## config.mk

```make
export PLATFORM = sky130hd
export DESIGN_NAME = bipdetect
export DESIGN_NICKNAME = d
export VERILOG_FILES = /design/src/rtl/bip_pkg.sv /design/src/rtl/bipdetect_sync_edge.sv /design/src/rtl/bipdetect.sv
export SDC_FILE = /design/constraint.sdc
export NUM_CORES = 1
export LEC_CHECK = 0
export BUFFER_PORTS_ARGS = -buffer_cell sky130_fd_sc_hd__buf_2
export CORE_MARGIN = 3
export CORE_UTILIZATION = 45
export CTS_CLUSTER_SIZE = 12
export DETAILED_ROUTE_END_ITERATION = 16
export GPL_TIMING_DRIVEN = 0
export PLACE_DENSITY_LB_ADDON = 0.08
export SYNTH_ARGS = -nofsm -noshare
export SYNTH_HDL_FRONTEND = slang
export SYNTH_SLANG_ARGS = --single-unit
```

## constraint.sdc

```tcl
create_clock -name clk -period 5.9 [get_ports clk]
set_clock_uncertainty 0.15 [all_clocks]
set_input_delay 1.18 -clock clk [delete_from_list [all_inputs] [get_ports clk]]
set_output_delay 1.18 -clock clk [all_outputs]
set_load 0.01 [all_outputs]
```

## src/rtl/bip_pkg.sv

```systemverilog
// Shared constants and types for the buzzer tone detector and generator.
package bip_pkg;

    // Nominal half-period of the 1 kHz buzzer tone at 50 MHz.
    localparam int HALF_PERIOD_1KHZ = 25000;

    // Default accepted deviation per half-period (5 % of nominal).
    localparam int TOL_DEFAULT = 1250;

    // Detector state encoding.
    typedef enum logic [1:0] {
        ST_IDLE   = 2'd0,
        ST_ACQ    = 2'd1,
        ST_LOCKED = 2'd2
    } bip_state_t;

    // 8-bit increment that sticks at 255 instead of wrapping.
    function automatic logic [7:0] sat_inc8(input logic [7:0] v);
        return (v == 8'hFF) ? v : v + 8'd1;
    endfunction

endpackage

```

## src/rtl/bipdetect_sync_edge.sv

```systemverilog
// Two-flop synchronizer for an asynchronous level, plus a previous-value
// register so rising/falling transitions of the synchronized level can be
// detected. Also used for the push-button inputs.
module sync_edge (
    input  logic clk,
    input  logic rst,
    input  logic d,
    output logic s,
    output logic rise,
    output logic fall
);

    logic meta_reg;
    logic s_reg;
    logic s_d_reg;

    // Metastability chain followed by the one-cycle-delayed copy.
    always_ff @(posedge clk) begin
        if (rst) begin
            meta_reg <= 1'b0;
            s_reg    <= 1'b0;
            s_d_reg  <= 1'b0;
        end else begin
            meta_reg <= d;
            s_reg    <= meta_reg;
            s_d_reg  <= s_reg;
        end
    end

    assign s    = s_reg;
    assign rise = s_reg & ~s_d_reg;
    assign fall = ~s_reg & s_d_reg;

endmodule

```

## src/rtl/bipdetect.sv

```systemverilog
// Tone detector: measures half-periods of a synchronized square wave, locks
// after a run of in-tolerance halves, reports the full period while locked
// and counts lock events (beeps).
module bipdetect
    import bip_pkg::*;
#(
    parameter int HALF_PERIOD = HALF_PERIOD_1KHZ,
    parameter int TOL         = TOL_DEFAULT,
    parameter int LOCK_HALVES = 8,
    parameter int CNT_W       = 16
) (
    input  logic             clk,
    input  logic             rst,
    input  logic             enable,
    input  logic             tone_in,
    output logic             tone_present,
    output logic [CNT_W:0]   period,
    output logic             period_valid,
    output logic [7:0]       beep_count
);

    localparam int GC_W = $clog2(LOCK_HALVES + 1);
    localparam logic [CNT_W-1:0] LO_LIM   = CNT_W'(HALF_PERIOD - TOL);
    localparam logic [CNT_W-1:0] HI_LIM   = CNT_W'(HALF_PERIOD + TOL);
    localparam logic [CNT_W-1:0] TO_LIM   = CNT_W'(HALF_PERIOD + TOL + 1);
    localparam logic [GC_W-1:0]  LOCK_CNT = GC_W'(LOCK_HALVES);
    localparam logic [GC_W-1:0]  LAST_ACQ = GC_W'(LOCK_HALVES - 1);

    logic             s;
    logic             rise;
    logic             fall;
    logic             edge_det;

    logic [CNT_W-1:0] run_len_reg;
    logic [CNT_W-1:0] last_high_reg;
    logic [CNT_W-1:0] last_low_reg;
    logic [CNT_W-1:0] h;
    logic             good;
    logic             timeout;

    bip_state_t       state_reg;
    bip_state_t       state_next;
    logic [GC_W-1:0]  good_cnt_reg;
    logic [GC_W-1:0]  good_cnt_next;
    logic             lock_evt;
    logic             period_upd;

    logic [CNT_W:0]   period_reg;
    logic             period_valid_reg;
    logic [7:0]       beep_count_reg;

    sync_edge u_sync (
        .clk  (clk),
        .rst  (rst),
        .d    (tone_in),
        .s    (s),
        .rise (rise),
        .fall (fall)
    );

    assign edge_det = rise | fall;
    assign h        = run_len_reg;
    assign good     = (h >= LO_LIM) && (h <= HI_LIM);
    // An edge restarts the run, so it takes precedence over a stuck-line timeout.
    assign timeout  = !edge_det && (run_len_reg == TO_LIM);

    // Run-length counter and per-level capture of the completed run.
    always_ff @(posedge clk) begin
        if (rst) begin
            run_len_reg   <= '0;
            last_high_reg <= '0;
            last_low_reg  <= '0;
        end else if (!enable) begin
            run_len_reg <= '0;
        end else if (edge_det) begin
            run_len_reg <= CNT_W'(1);
            // s is already the new level, so the finished run had the opposite one.
            if (s) begin
                last_low_reg <= h;
            end else begin
                last_high_reg <= h;
            end
        end else if (run_len_reg != '1) begin
            run_len_reg <= run_len_reg + CNT_W'(1);
        end
    end

    // State and qualified-halves counter.
    always_ff @(posedge clk) begin
        if (rst) begin
            state_reg    <= ST_IDLE;
            good_cnt_reg <= '0;
        end else begin
            state_reg    <= state_next;
            good_cnt_reg <= good_cnt_next;
        end
    end

    // Next-state logic; also flags lock events and period updates.
    always_comb begin
        state_next    = state_reg;
        good_cnt_next = good_cnt_reg;
        lock_evt      = 1'b0;
        period_upd    = 1'b0;
        if (!enable) begin
            state_next    = ST_IDLE;
            good_cnt_next = '0;
        end else begin
            case (state_reg)
                ST_IDLE: begin
                    // The run ending here started before we were watching.
                    if (edge_det) begin
                        state_next    = ST_ACQ;
                        good_cnt_next = '0;
                    end
                end
                ST_ACQ: begin
                    if (edge_det) begin
                        if (good) begin
                            if (good_cnt_reg == LAST_ACQ) begin
                                state_next    = ST_LOCKED;
                                good_cnt_next = LOCK_CNT;
                                lock_evt      = 1'b1;
                                period_upd    = rise;
                            end else begin
                                good_cnt_next = good_cnt_reg + GC_W'(1);
                            end
                        end else begin
                            good_cnt_next = '0;
                        end
                    end else if (timeout) begin
                        state_next    = ST_IDLE;
                        good_cnt_next = '0;
                    end
                end
                ST_LOCKED: begin
                    if (edge_det) begin
                        if (good) begin
                            period_upd = rise;
                        end else begin
                            state_next    = ST_ACQ;
                            good_cnt_next = '0;
                        end
                    end else if (timeout) begin
                        state_next    = ST_IDLE;
                        good_cnt_next = '0;
                    end
                end
                default: begin
                    state_next    = ST_IDLE;
                    good_cnt_next = '0;
                end
            endcase
        end
    end

    // Measured period, its strobe and the saturating beep counter.
    always_ff @(posedge clk) begin
        if (rst) begin
            period_reg       <= '0;
            period_valid_reg <= 1'b0;
            beep_count_reg   <= '0;
        end else begin
            period_valid_reg <= period_upd;
            if (period_upd) begin
                period_reg <= {1'b0, h} + {1'b0, last_high_reg};
            end
            if (lock_evt) begin
                beep_count_reg <= sat_inc8(beep_count_reg);
            end
        end
    end

    // Output decode.
    always_comb begin
        tone_present = (state_reg == ST_LOCKED);
        period       = period_reg;
        period_valid = period_valid_reg;
        beep_count   = beep_count_reg;
    end

endmodule

```

==> results of run 1 <==
-- metal layers --
layer	routed length [um]	part of all wire	GRT usage
met1	4931	0.54	0.2895
met2	3841	0.42	0.2873
met3	299	0.033	0.02502
met4	112	0.012	0.06092
met5	0	0	0
-- placed cells by master, fill, tap and decap left out, types with 8 or more instances in the layout --
master and instances:
o21ai_0 22, nand2_1 69, a21oi_1 52, o21a_1 10
nand2b_1 8, nor2_1 29, clkbuf_1 18, nand3_1 15
clkbuf_8 10, inv_1 18, and3_1 8, nand4_1 11
ha_1 25, nor2b_1 9, dfxtp_1 67, buf_2 34
nor3_1 10, nand3b_1 8
-- power breakdown --
group | internal (mW) | switching (mW) | total (mW)
Clock | 0.249 | 0.185 | 0.434
Sequential | 0.454 | 0.00244 | 0.456
Combinational | 0.0100 | 0.0234 | 0.0334
-- area by class of cell --
type                            instances  area, um2
Buffer                                 28      145.1
Clock buffer                           10      137.6
Clock inverter                          6      88.84
Fill cell                             821       3913
Inverter                               19      71.32
Multi-Input combinational cell        376       2404
Sequential cell                        67       1341
Tap cell                              105      131.4
Timing Repair Buffer                   30      150.1
-- logic make-up (layout without fill, tap and decap cells) --
logic type,after synthesis,in the layout,synth area share
xor gates and xnor gates,14,14,0.03095
and+or+nand+nor,195,195,0.2536
DFF,67,67,0.3386
AOI/OAI and AO/OA,136,136,0.2246
muxes,5,5,0.01358
buffers and inverters,47,93,0.05464
adders and majority gates,26,26,0.08402
-- worst paths after layout --
path | to | slack [ns] | depth (start not counted)
worst max-delay path | h[9] | 2.94 | 8
worst min-delay path | u_sync.s | 0.29 | 1
worst max register to register | h[9] | 2.94 | 8
worst min register to register | u_sync.s | 0.29 | 1
-- stage by stage --
stage               hold slack [ns]  setup WS [ns]  instances  total power [mW]
floorplan                    0.2638          3.317        490            0.4889
global placement             0.2853          3.015        625            0.5000
detailed placement           0.2780          3.022        625            0.5001
CTS                          0.2932          3.004        641            0.9384
global route                 0.3159          2.635        641            0.9589
finish                       0.2930          2.939        641            0.9240
-- critical path, cell delays in order (launching register included) --
cell and delay [ns]:
dfxtp_1 0.59, ha_1 0.34, nand4_1 0.13, nor4_1 0.61
nand3_1 0.32, clkbuf_1 0.32, nand3_1 0.17, xor2_1 0.16
nor2_1 0.05
==> results, run 1 <==
- The flow ran to the end, and the final reports show no timing, DRC or antenna violations.
- For this run, design rule violations remaining after detail routing come to 0.
- Of the cells placed in the final design, the portion with a size suffix greater than 1 is 0.1287.
- The leakage dissipation is 1.722 nW.
- Entering global routing, the biggest net connects 13 pins.
- The design area is between 4000 and 5000 um2.
- The required time of the critical path is between 5 and 6 ns.
- The site row count is 33.
- The end-of-flow core utilization is 0.5332.
- The count of state elements after synthesis is between 60 and 70.
- In the final routed layout, each cell accounts on average for about 14 um.
- The power density over the cells is approximately 210 nW/um2.
- Ranked by total cell area, the synthesized netlist is headed by dfxtp_1 34%, ha_1 7.9%, a21oi_1 6.6%.
- The iteration count of the initial detailed-routing pass is 4.
- The die width is ~100 um.
- In the synthesized netlist, the number of instances is 490.
- The netlist uses 62 different library cells.
- The number of primary I/O pins is 31.
- The main flop type after synthesis is dfxtp_1.
- The deepest clock path buffer count is 2.
- Setup repair after global routing left no endpoint under its margin.
- In this run, the number of DRC markers left after iteration 0 of detailed routing was around 170.
- The classification of the worst-slack hold path is reg -> reg.
- Synthesis produced a netlist with a net count of 520.
- The hold violation count in the final report is 0.
- The worst hold path begins at u_sync.meta_reg.
- The setup TNS after final layout is 0 ns.
- In this run the tool buffered the top-level ports with 30 buffer cells.
- The count of endpoints failing setup in the final report is 0.
- The max capacitance violation total is 0.
- The cell chosen for the clock root is clkbuf_8.
- The CTS sink count is between 60 and 70.
- The detailed-placement wirelength estimate is 6.782 mm.
- The maximum clock rate is between 0.3 and 0.4 GHz.
- STA puts the critical path data arrival time at 3.03 ns.
- Counting I/O delays and the setup requirement, the final critical path takes just under 3 ns.
- The first global-routing pass estimated approximately 16 mm of wire.
- The floorplan step defined a core boundary enclosing between 8000 and 9000 um2.
- In the synthesized netlist, the cells that appear most often are 69 x nand2_1, 67 x dfxtp_1, 52 x a21oi_1.
- The residual antenna-violating net count after detailed routing is 0.
- The count of cells resized by post-cts repair is 0.
- The actual slew at the worst max-slew pin is around 0.78 ns.
- For this design, the CTS-stage hold fixing added 0 buffers.
- The final weighted congestion of routability-driven global placement is 0.8927.
- The share of the clock period used by the worst path is 0.5019.
- The worst voltage drop across the vdd grid is about 120 uV.
- The cell type with the highest aggregate area in the netlist is dfxtp_1.
- The sequential-to-total area share from yosys stat is 0.3386.
- The mean instance size in the synthesized netlist is between 8 and 9 um2.
- The register with the most flip-flops in the layout has 17 of them.
- The initial core utilization is 0.4726.
- In this run the critical register-to-register path is launched from h[1].
- nand2_1 is the most common cell in the netlist.
- The area enclosed by the die boundary is between 9000 and 10,000 um2.
- The clock tree from TritonCTS is done.
- The class of the most critical setup path is reg -> reg.
- Measured along the y axis, the die boundary spans between 90 and 100 um.
- The number of nets in the layout is ~560.
- The beginning of the critical path is h[1].
- In the synthesized netlist the async set-or-reset flop fraction comes to 0.
- Of all nets on the critical path, the largest fanout is 11.
- Across every metal layer, demand over resource in global routing totals 0.1933.
- The worst setup path is launched from a register.
- The total vias in the final route is roughly 3,600.
- The synthesis warning total is 0.
- The leftover overflow at the end of global routing is 0.
- The mapped netlist covers 3961 um2.
- The number of inserted diodes is 0.
- The total count of max-transition violations in the final report is 0.
- Clock-pin slew was measured on the worst setup and hold paths at roughly 0.08 ns.
- Clock latency on the worst-skew pair, taken at its later pin, is 0.34 ns.
- The number of vias per cell is 5.571.
- The total setup buffers inserted after CTS is 0.
- Yosys mapped a number of flops with a built-in enable equal to 0.
- The endpoint type of the worst setup path is a register.
- Wires add up to around 9.2 mm.
- The via count of the first global-routing pass is 3,300.
- In this run, CTS created clock tree buffers numbering 9.
- The number of antenna violations at the first check in global routing was 0.
- The share of synthesized area in the top cell type comes to 0.3386.
- From synthesis to final layout, the design area changed by 12.82%.
- The H-tree generated during clock tree synthesis spans 3 levels.
- The worst slew margin relative to its limit is 0.4777.
- Summing all placed instances gives a cell area of between 4000 and 5000 um2.
Power figures use the tool's default switching activity.
==> inputs of run 2 (changes only) <==
==> constraint.sdc (replaced) <==
create_clock -name clk -period 2.8 [get_ports clk]
set_clock_uncertainty 0.15 [all_clocks]
set_input_delay 0.56 -clock clk [delete_from_list [all_inputs] [get_ports clk]]
set_output_delay 0.56 -clock clk [all_outputs]
set_load 0.01 [all_outputs]
==> run 2 against run 1 <==
Net effect: via count decreased by 0.64%; critical path depth unchanged; die area unchanged; critical endpoint is now beep_count[6].
==> results, run 2 (synthesis results as in run 1) <==
- The die width is 99.83 um (unchanged).
- The wire length of the first global-routing pass is 15.79 mm (about the same).
- The count of endpoints failing setup in the final report is 0 (unchanged).
- The number of primary I/O pins is 31 (unchanged).
- The most critical setup path has its endpoint at beep_count[6].
- The pin count of the biggest net entering global routing came to 13 (unchanged).
- The final weighted congestion of routability-driven global placement is 0.8927 (unchanged).
- The depth of the CTS H-tree is 3 (unchanged).
- The hold buffer count at cts was 0 (unchanged).
- The length in cells of the worst reg-to-reg path is 8 (unchanged).
- The area enclosed by the die boundary is 9965 um2 (unchanged).
- The number of antenna violations at the first check in global routing was 0 (unchanged).
- The starting DRC count in detailed routing was 181 (+5.8%).
- In this run the worst setup path begins at h[5].
- The leading cell type in the layout, fill and taps excluded is nand2_1.
- The leftover overflow at the end of global routing came to 0 (unchanged).
- The maximum fanout along the worst path was 12 (+1).
- Setup repair after global routing left no endpoint under its margin.
- The number of inserted diodes is 0 (unchanged).
- The final critical delay including setup and external delays is 2.683 ns (-0.2780 ns).
- The placed instance count came to 625 (unchanged).
- The share of final-layout standard cells stronger than drive strength 1 is 0.1455 (+0.01679).
- The routed wire length on met3 is 311 um (+4.0%).
- STA classifies the critical path startpoint as a register.
- The worst slew margin relative to its limit is 0.5929 (+0.1152).
- The residual antenna-violating net count after detailed routing is 0 (unchanged).
- The deepest clock path buffer count is 2 (unchanged).
- The worst voltage drop across the vdd grid is 255.3 uV (+110%).
- The standard cell core area is 8382 um2 (unchanged).
- The leakage dissipation came to 1.764 nW (+2.4%).
- The startpoint identified for the worst register-to-register timing path is h[5].
- The actual slew at the worst max-slew pin is 0.6107 ns (-0.1656 ns).
- By startpoint and endpoint, the worst setup path is classified as reg -> reg.
- The number of I/O port buffers is 30 (unchanged).
- The routed length on met2 is 3.854 mm (+0.34%).
- The number of vias per cell is 5.535 (-0.64%).
- The critical path's largest stage delay is 0.40 ns (-0.21 ns).
- The number of standard cells in the final layout excluding fillers came to 641 (unchanged).
- The number of CTS-inserted buffers is 9 (unchanged).
- The critical path data arrival time is 2.77 ns (-0.26 ns).
- The clock-pin transition on the worst setup and hold timing paths came to 0.08 ns (about the same).
- The total power draw is 1.944 mW (+110%).
- The endpoint type of the worst setup path is a register.
- The floorplan die height was 99.83 um (unchanged).
- TritonCTS built the clock tree.
- The flip-flop count of the largest register, all copies and words added is 17 (unchanged).
- The post-route DRC violation count is 0 (unchanged).
- The detailed-placement wirelength estimate was 6.782 mm (unchanged).
- The endpoint identified for the worst register-to-register timing path is beep_count[6].
- The depth of the worst hold-timing path is 1 (unchanged).
- The initial core utilization is 0.4726 (unchanged).
- The total wirelength of the detailed-routed design is 9.181 mm (about the same).
- The maximum clock rate is 0.3727 GHz (+10%).
- The total vias in the final route is 3,548 (-0.64%).
- The number of fill cells was 808 (-1.6%).
- The power density over the cells is 427.6 nW/um2 (+110%).
- The worst hold path belongs to the class reg -> reg.
- The share of the clock period used by the worst path came to 0.9583 (+0.4564).
- The post-place instance area is 4243 um2 (unchanged).
- The run finished with clean final reports.
- The CTS sink count came to 67 (unchanged).
- The clock insertion delay at the later pin of the skew report was 0.34 ns (about the same).
- The cell chosen for the clock root is clkbuf_8.
- The design area is 4546 um2 (+1.7%).
- The highest-delay cell along the critical path is or3_4.
- The site row count came to 33 (unchanged).
- The required time of the critical path was 2.88 ns (-3.09 ns).
- The signal on the critical path passes through clkbuf_2, or3_4, nor4_4, and3_1, buf_6, o211ai_4, nor4_2, mux2_2.
- The hold violation count in the final report is 0 (unchanged).
- The iteration count of the initial detailed-routing pass was 4 (unchanged).
- Relative to the synthesized area, the layout overhead comes to 14.75%.
- The post-route met1 wirelength came to 4.897 mm (-0.69%).
- The number of nets in the layout is 561 (unchanged).
- The slack of the worst reg-to-reg path was 0.12 ns (-2.82 ns).
- The setup TNS after final layout is 0 ns (unchanged).
- The total count of max-transition violations in the final report is 0 (unchanged).
- The max capacitance violation total came to 0 (unchanged).
- The final routed wire length divided by cell count is 14.32 um (about the same).
- The top cell types in the final layout, fill and taps aside, are 69 x nand2_1, 66 x dfxtp_1, 52 x a21oi_1.
- The global routing usage summed across all routing layers was 0.1932 (about the same).
- The via count of the first global-routing pass is 3,320 (+0.61%).
- The highest layer touched by signal routing is met4.
[run 2: cell count changes in the layout (fill, tap and decap cells not counted), moves of 2 or more]
cell,change
buf_4,+2
nor4_2,+2
nor4_1,-4
buf_2,-3
nor4_4,+2
[run 2: per-layer routing]
metal	global-route usage	vias up
met3	0.02502	12
met5	0	-
met4	0.06092	0
met2	0.2889	56
met1	0.2877	1620
li1	-	1860
[run 2: worst min path at each step]
| stage | slack (ns) | endpoint | start |
|---|---|---|---|
| floorplan | 0.26 | u_sync.s | u_sync.meta_reg |
| global placement | 0.29 | period[11] | period[11] |
| detailed placement | 0.28 | u_sync.s | u_sync.meta_reg |
| CTS | 0.27 | u_sync.meta_reg | tone_in |
| global route | 0.29 | u_sync.meta_reg | tone_in |
| finish | 0.29 | u_sync.s | u_sync.meta_reg |
[run 2: repair_timing]
item,in CTS,in global routing
setup buffers,1,0
pin swaps,3,1
resized for setup,7,10
endpoints found under the setup margin,9,29
[run 2: report_power, final]
group / internal, mW / switching (mW) / total (mW)
clock network: 0.525 / 0.386 / 0.912
registers: 0.956 / 0.00522 / 0.962
logic: 0.0212 / 0.0492 / 0.0704
[run 2: final cells by class]
cell class	instances	area (um2)	area share
multi-input combinational	376	2470	0.5434
sequential	67	1343	0.2953
timing repair buffer	31	157.7	0.03468
buffer	27	146.4	0.03220
clock buffer	10	137.6	0.03028
tap	105	131.4	0.02890
clock inverter	6	88.84	0.01954
inverter	19	71.32	0.01569
[run 2: critical path: cells and delay by family (launching register included)]
family / cells / cell delay (ns)
simple gates: 4 / 1.28
mux: 1 / 0.36
flops: 1 / 0.33
buf+inv: 2 / 0.31
compound gates: 1 / 0.15
[run 2: per-stage QoR]
stage          setup WS (ns)    util  hold slack [ns]
2_1_floorplan         0.2173       -           0.2638
3_3_place_gp        -0.06657  0.5062           0.2853
3_5_place_dp        -0.07790  0.5062           0.2780
4_1_cts             0.003830  0.5374           0.2737
5_1_grt             0.004236  0.5423           0.2863
6_report              0.1169  0.5423           0.2929
